--- src/rtl/ifu_line_fill.sv ---
// Instruction-fetch line fill engine.
// Accepts a cache miss, fetches the four 32-bit words of the 16-byte line one
// request at a time, assembles them into a 128-bit line and pulses
// insLineValidOut when the line is complete. A response wait that lasts
// TIMEOUT_CYCLES aborts the fill with a one-cycle fillErr pulse.
// Optional build macro IFU_CRITICAL_WORD_FIRST_EN: when defined, the fill
// starts at the missed word and wraps around the line; otherwise the words
// are always fetched in order 0..3.
module ifu_line_fill #(
    parameter int unsigned TIMEOUT_CYCLES = 255
) (
    input  logic         Clock,
    input  logic         Rst,
    input  logic         missReq,
    input  logic [31:0]  missPc,
    output logic         missReady,
    output logic         memReqValid,
    output logic [31:0]  memReqAddr,
    input  logic         memReqReady,
    input  logic         memRspValid,
    input  logic [31:0]  memRspData,
    output logic [127:0] insLineOut,
    output logic         insLineValidOut,
    output logic [31:0]  fillPc,
    output logic         fillErr
);

    localparam int unsigned ToW = $clog2(TIMEOUT_CYCLES + 1);
    // Counter value seen in the last allowed WAIT cycle.
    localparam logic [ToW-1:0] ToLast = ToW'(TIMEOUT_CYCLES - 1);

    typedef enum logic [1:0] {
        StIdle = 2'd0,
        StReq  = 2'd1,
        StWait = 2'd2,
        StDone = 2'd3
    } state_e;

    state_e         state_q, state_d;
    logic [1:0]     word_cnt_q, word_cnt_d;
    logic [1:0]     word_idx_q, word_idx_d;
    logic [ToW-1:0] to_cnt_q, to_cnt_d;
    logic [127:0]   line_q, line_d;
    logic [31:0]    fill_pc_q, fill_pc_d;
    logic [1:0]     start_idx;

`ifdef IFU_CRITICAL_WORD_FIRST_EN
    assign start_idx = missPc[3:2];
    logic unused_pc;
    assign unused_pc = ^missPc[1:0];
`else
    assign start_idx = 2'd0;
    logic unused_pc;
    assign unused_pc = ^missPc[3:0];
`endif

    assign insLineOut = line_q;
    assign fillPc     = fill_pc_q;

    // State and datapath registers with synchronous reset.
    always_ff @(posedge Clock) begin
        if (Rst) begin
            state_q    <= StIdle;
            word_cnt_q <= '0;
            word_idx_q <= '0;
            to_cnt_q   <= '0;
            line_q     <= '0;
            fill_pc_q  <= '0;
        end else begin
            state_q    <= state_d;
            word_cnt_q <= word_cnt_d;
            word_idx_q <= word_idx_d;
            to_cnt_q   <= to_cnt_d;
            line_q     <= line_d;
            fill_pc_q  <= fill_pc_d;
        end
    end

    // Next-state logic and Moore/Mealy outputs of the fill FSM.
    always_comb begin
        state_d         = state_q;
        word_cnt_d      = word_cnt_q;
        word_idx_d      = word_idx_q;
        to_cnt_d        = to_cnt_q;
        line_d          = line_q;
        fill_pc_d       = fill_pc_q;
        missReady       = 1'b0;
        memReqValid     = 1'b0;
        memReqAddr      = '0;
        insLineValidOut = 1'b0;
        fillErr         = 1'b0;

        unique case (state_q)
            StIdle: begin
                missReady = 1'b1;
                if (missReq) begin
                    fill_pc_d  = missPc;
                    word_cnt_d = '0;
                    word_idx_d = start_idx;
                    state_d    = StReq;
                end
            end
            StReq: begin
                // Responses are never taken here, so a response in the
                // handshake cycle is dropped.
                memReqValid = 1'b1;
                memReqAddr  = {fill_pc_q[31:4], word_idx_q, 2'b00};
                if (memReqReady) begin
                    to_cnt_d = '0;
                    state_d  = StWait;
                end
            end
            StWait: begin
                if (memRspValid) begin
                    line_d[{word_idx_q, 5'b0} +: 32] = memRspData;
                    word_idx_d = word_idx_q + 2'd1;
                    word_cnt_d = word_cnt_q + 2'd1;
                    state_d    = (word_cnt_q == 2'd3) ? StDone : StReq;
                end else if (to_cnt_q == ToLast) begin
                    fillErr = 1'b1;
                    state_d = StIdle;
                end else begin
                    to_cnt_d = to_cnt_q + 1'b1;
                end
            end
            StDone: begin
                insLineValidOut = 1'b1;
                state_d         = StIdle;
            end
            default: begin
                state_d = StIdle;
            end
        endcase
    end

endmodule

--- config.mk ---
export PLATFORM = sky130hd
export DESIGN_NAME = ifu_line_fill
export DESIGN_NICKNAME = d
export VERILOG_FILES = /design/src/rtl/ifu_line_fill.sv
export SDC_FILE = /design/constraint.sdc
export NUM_CORES = 1
export LEC_CHECK = 0
export BUFFER_PORTS_ARGS = -buffer_cell sky130_fd_sc_hd__buf_2
export CORE_MARGIN = 5
export CORE_UTILIZATION = 36
export CTS_CLUSTER_DIAMETER = 100
export DETAILED_ROUTE_END_ITERATION = 10
export HOLD_SLACK_MARGIN = 0.03
export PLACE_DENSITY = 0.67
export SLEW_MARGIN = 15
export SYNTH_ARGS = -nofsm -noshare
export SYNTH_HDL_FRONTEND = slang
export SYNTH_SLANG_ARGS = --single-unit
--- constraint.sdc ---
create_clock -name Clock -period 2.4 [get_ports Clock]
set_input_delay 0.6 -clock Clock [delete_from_list [all_inputs] [get_ports Clock]]
set_output_delay 0.6 -clock Clock [all_outputs]
set_load 0.01 [all_outputs]
==> results of run 1 <==
## state kept, by name, summed over array words and instances, names as in the netlist
register / flops
state_q: 2
word_idx_q: 2
word_cnt_q: 2
insLineOut: 128
to_cnt_q: 8
fillPc: 32
## power by group through the flow
stage	clock network (mW)	logic, mW	registers [mW]
6_report	2.91	0.436	2.98
3_5_place_dp	0	0.439	3.05
2_1_floorplan	0	0.218	3.05
3_3_place_gp	0	0.435	3.04
5_1_grt	3.12	0.482	2.99
4_1_cts	2.97	0.440	2.98
## layer usage
| layer | up-vias | global-route usage, % | part of all wire [%] |
|---|---|---|---|
| met2 | 231 | 30.9 | 47 |
| li1 | 3325 | - | - |
| met5 | - | 0 | 0 |
| met1 | 3108 | 25.5 | 43 |
| met4 | 0 | 6.10 | 2.2 |
| met3 | 36 | 5.71 | 7.4 |
## worst max-delay path, delay by kind of cell, from the launching register on
family | cells | cell delay, ps
and+or+nand+nor | 2 | 560
buffers and inverters | 1 | 130
DFF | 1 | 470
## through the flow
step                      area [um^2]  total power, mW
final                            8970             6.32
after global routing             8970             6.59
after CTS                        8970             6.39
after detailed placement         8350             3.48
after global placement           8350             3.48
after floorplan                  6800             3.27
## kinds of logic after synthesis
family,after synthesis,share of synthesized area [%]
mux,2,0.295
flops,174,51.3
compound gates,183,14.3
buf+inv,78,5.16
xor+xnor,1,0.129
other cells,1,0.0552
fa+ha+maj,8,1.47
simple gates,399,27.3
## cell type report
cell class                 count  area (um^2)  area share [%]
clock buffer                  20          467            5.20
clock inverter                12          159            1.77
inverter                       5         18.8           0.209
multi-input combinational    595         2990            33.3
sequential                   174         3490            38.8
tap                          234          293            3.26
timing repair buffer         290         1560            17.4
## synth_stat cells (2+ instances only)
library cell	count	area, um^2
ha_1	8	100
nand3_1	136	681
o21ai_0	2	10.0
and2_1	34	213
buf_6	2	22.5
clkbuf_1	40	150
dfxtp_1	174	3480
mux2i_1	2	20.0
nor2_1	7	26.3
nor3b_4	2	37.5
o211ai_1	2	15.0
a21oi_1	165	826
nor3b_2	2	25.0
buf_4	2	15.0
nor3_1	7	35.0
a22oi_1	2	15.0
nor3b_1	2	15.0
buf_2	28	140
inv_1	4	15.0
nand2_1	202	758
a21o_1	2	15.0
## worst paths after layout
| kind | from | end | slack (ps) | depth (start not counted) |
|---|---|---|---|---|
| worst max register to register | word_idx_q[0] | insLineOut[75] | 390 | 6 |
| worst min-delay path | missPc[25] | fillPc[25] | 410 | 3 |
| worst max-delay path | state_q[0] | memReqAddr[27] | 220 | 3 |
| worst min register to register | insLineOut[33] | insLineOut[33] | 450 | 2 |
==> impl_metrics.csv, run 1 <==
group,metric,value,unit
synth,synth_edf_count,0,
synth,netlist_area,0.00679,mm^2
synth,async_reset_ff_share,0,%
sta,skew,7.14,ps
layout,final_core_utilization,48.1,%
grt,grt_pass1_vias,6296,
setup_path,cp-start-kind,"register",
layout,nets,1160,
clock_tree,htree_levels,4,
grt,grt_overflow,0,
placed_design,placedCellCount,1298,
floorplan,coreArea,0.0186,mm^2
setup_path,slowest_delay,470,ps
power_and_ir_drop,power_density,705,mW/mm^2
synth,ys_warn_count,0,
setup_path,required,1800,ps
layout,diodes,0,
synth,synth-seq-area-share,51.3,%
power_and_ir_drop,power.internal,4.83,mW
sta,whs,408,ps
sta,setup_ws,219,ps
power_and_ir_drop,p_clk_share,46.0,%
sta,period_share,90.9,%
clock_tree,cts.repair.resized,0,
clock_tree,postCtsSetupBuffers,0,
worst_hold_path,hold_class,"in2reg",
drt,remaining_drc_errors,0,
outcome,status,"completed",
clock_tree,root_buffer,"clkbuf_16",
setup_path,crit_chain,"and2b_4 > and2_1 > buf_2",
setup_path,setup.worst_path.end_class,"output port",
layout,stdcell_count,1330,
drt,wl,21800,um
clock_tree,cts_made_buffers,17,
layout,layout_common_cells,"buf_2, nand2_1, dfxtp_1, a21oi_1, nand3_1",
setup_path,crit_type,"reg2out",
sta,setup-violations-final,0,
sta,finalCriticalPeriod,2180,ps
power_and_ir_drop,seq_power_share,47.1,%
setup_path,cp_max_fo,32,
layout,area_growth,32.1,%
setup_path,arrival,1580,ps
drt,vias_per_cell,5.04,
power_and_ir_drop,power.leakage,3.89,nW
floorplan,num_io_pins,265,
sta,maxSlewHeadroom,63.1,%
drt,drtPass1Iterations,5,
power_and_ir_drop,swShare,23.7,%
floorplan,die_h,147,um
clock_tree,cts_tree,"built",
sta,tightestPinTransition,553,ps
grt,grt_max_degree,110,
synth,synth-main-ff-cell,"dfxtp_1",
grt,grt_usage,19.4,%
drt,ant_nets,0,
floorplan,fp-row-count,50,
synth,synth.distinct_cells,42,
placed_design,detailed_place_hpwl,15000,um
power_and_ir_drop,pwr-share-comb,6.9,%
clock_tree,hold_buffers,0,
placed_design,io_buffer_count,262,
sta,setup_tns,0,ps
floorplan,start_util,36.4,%
sta,fmaxAchievable,458,MHz
sta,grt_setup_unrepaired,"no",
power_and_ir_drop,power_switching,1.50,mW
drt,drt_iter0_markers,436,
layout,n_fill_cell,1879,
floorplan,dieArea,0.0217,mm^2
sta,hold_violations,0,
placed_design,pre_cts_slack,410,ps
drt,vias,6700,
power_and_ir_drop,peakVddDrop,0.000474,V
flow_run,cap_violations,0,
layout,layout-drive-gt1-share,30.8,%
clock_tree,clkSinkCount,174,
floorplan,die_w,147,um
synth,postSynthAreaPerCell,8.03,um^2
clock_tree,clk_latency,430,ps
layout,final_common_cell,"buf_2",
clock_tree,clk_path_buf_depth,2,
synth,synth_cells,846,
setup_path,crit_slowest_cell,"dfxtp_2",
drt,wire_per_inst,16.4,um
grt,antenna_found_initial,0,
clock_tree,clk_pin_slew,70,ps
synth,ys_ff_latch,174,
grt,grt_pass1_wl,34400,um
sta,slew_viol_final,0,
placed_design,gp_congestion,0.849,
Power figures use the tool's default switching activity.
==> run 2, diff against run 1 <==
--- a/config.mk
+++ b/config.mk
@@ -8,6 +8,7 @@
 export BUFFER_PORTS_ARGS = -buffer_cell sky130_fd_sc_hd__buf_2
 export CORE_MARGIN = 5
 export CORE_UTILIZATION = 36
+export CTS_BUF_LIST = sky130_fd_sc_hd__clkbuf_8
 export CTS_CLUSTER_DIAMETER = 100
 export DETAILED_ROUTE_END_ITERATION = 10
 export HOLD_SLACK_MARGIN = 0.03
==> impl_metrics.csv, run 2 (synthesis results as in run 1) <==
group,metric,value,unit
layout,area_growth,29.3,%
drt,remaining_drc_errors,0,
floorplan,num_io_pins,265,
setup_path,worstReg2RegStart,"word_idx_q[0]",
setup_path,cp-start-kind,"register",
sta,fmaxAchievable,451,MHz
clock_tree,cts_tree,"built",
setup_path,setup.worst_path.end_class,"output port",
outcome,status,"completed",
drt,wire_per_inst,16.3,um
grt,grt_pass1_vias,6245,
layout,largest_register_ffs,128,
clock_tree,cts_made_buffers,17,
setup_path,worst-r2r-setup-slack,400,ps
sta,finalCriticalPeriod,2220,ps
worst_hold_path,hold_class,"in2reg",
sta,skew,7.93,ps
sta,tightestPinTransition,545,ps
setup_path,crit_slowest_cell,"dfxtp_2",
flow_run,cap_violations,0,
sta,slew_viol_final,0,
grt,grt_pass1_wl,34200,um
sta,hold_violations,0,
grt,grt_usage,19.4,%
grt,antenna_found_initial,0,
setup_path,crit_type,"reg2out",
grt,grt_max_degree,110,
floorplan,die_w,147,um
setup_path,cp_max_fo,32,
placed_design,gp_congestion,0.849,
power_and_ir_drop,totalPowerFinal,5.63,mW
clock_tree,root_buffer,"clkbuf_8",
sta,grt_setup_unrepaired,"no",
layout,stdcell_count,1330,
worst_hold_path,min-delay-start,"missPc[16]",
setup_path,startpoint,"state_q[0]",
layout,final_common_cell,"buf_2",
drt,drt_iter0_markers,434,
setup_path,crit_chain,"and2b_4 > and2_1 > buf_2",
drt,drtPass1Iterations,5,
power_and_ir_drop,peakVddDrop,0.000339,V
drt,wl,21700,um
placed_design,placedCellCount,1298,
floorplan,start_util,36.4,%
drt,ant_nets,0,
sta,setup_tns,0,ps
layout,layout_common_cells,"buf_2, nand2_1, dfxtp_1, a21oi_1, nand3_1",
layout,final_core_utilization,47.1,%
clock_tree,clkSinkCount,174,
drt,vias_per_cell,5.05,
clock_tree,postCtsSetupBuffers,0,
layout,layout-drive-gt1-share,30.8,%
placed_design,detailed_place_hpwl,15000,um
floorplan,die_h,147,um
layout,diodes,0,
placed_design,io_buffer_count,262,
floorplan,dieArea,0.0217,mm^2
clock_tree,clk_latency,460,ps
drt,vias,6710,
sta,period_share,92.4,%
floorplan,fp-row-count,50,
setup_path,arrival,1620,ps
setup_path,slowest_delay,470,ps
floorplan,coreArea,0.0186,mm^2
sta,maxSlewHeadroom,63.6,%
clock_tree,htree_levels,4,
setup_path,critPathTopFamily,"simple AND/OR/NAND/NOR gates",
power_and_ir_drop,power.leakage,3.81,nW
clock_tree,clk_pin_slew,90,ps
grt,grt_overflow,0,
setup_path,critPathBufInv,1,
sta,setup-violations-final,0,
setup_path,required,1800,ps
layout,nets,1160,
power_and_ir_drop,power_density,641,mW/mm^2
clock_tree,clk_path_buf_depth,2,
## run 2: cell type report
cell class | instances | area [um^2]
timing repair buffer | 290 | 1560
clock inverter | 12 | 159
sequential | 174 | 3490
multi-input combinational | 595 | 2990
clock buffer | 20 | 275
inverter | 5 | 18.8
fill | 1902 | 9860
tap | 234 | 293
## run 2: worst paths after layout
kind	endpoint	cells past startpoint
max	memReqAddr[27]	3
min	fillPc[16]	3
max reg2reg	insLineOut[75]	6
min reg2reg	insLineOut[33]	2
## run 2: worst reg2reg max path: cells and delay by family (launching register included)
kind                     cells  cell delay, ps
AO/OA/AOI/OAI                1             190
adder cells (fa/ha/maj)      1             410
buffers and inverters        2             510
flip-flops                   1             460
AND/OR/NAND/NOR              2             350
## run 2: power breakdown
part	total (mW)	switching, mW	internal, mW
clock	2.21	1.09	1.12
sequential	2.98	0.0424	2.94
combinational	0.436	0.278	0.158
## run 2: per-stage QoR
step                hold WS, ps  worst slack [ps]  area (um^2)
floorplan                   470               523         6800
global placement            435               511         8350
detailed placement          441               410         8350
CTS                         339              76.4         8780
global route                337              34.2         8780
finish                      371               183         8780
## run 2: metal layers
layer  up-vias  share of wire (%)  GRT usage [%]  routed length [um]
li1       3326                  -              -                   -
met1      3112                 44           25.5                9490
met2       244                 47           31.0               10300
met3        28                7.1           5.43                1540
met4         0                1.9           6.15                 407
met5         -                  0              0                   0
## run 2: timing repair
item                       4_1_cts  5_1_grt
setup endpoints to repair       19       20
hold buffers                     0        0
cloned                           0        0
gates resized for setup          1        1
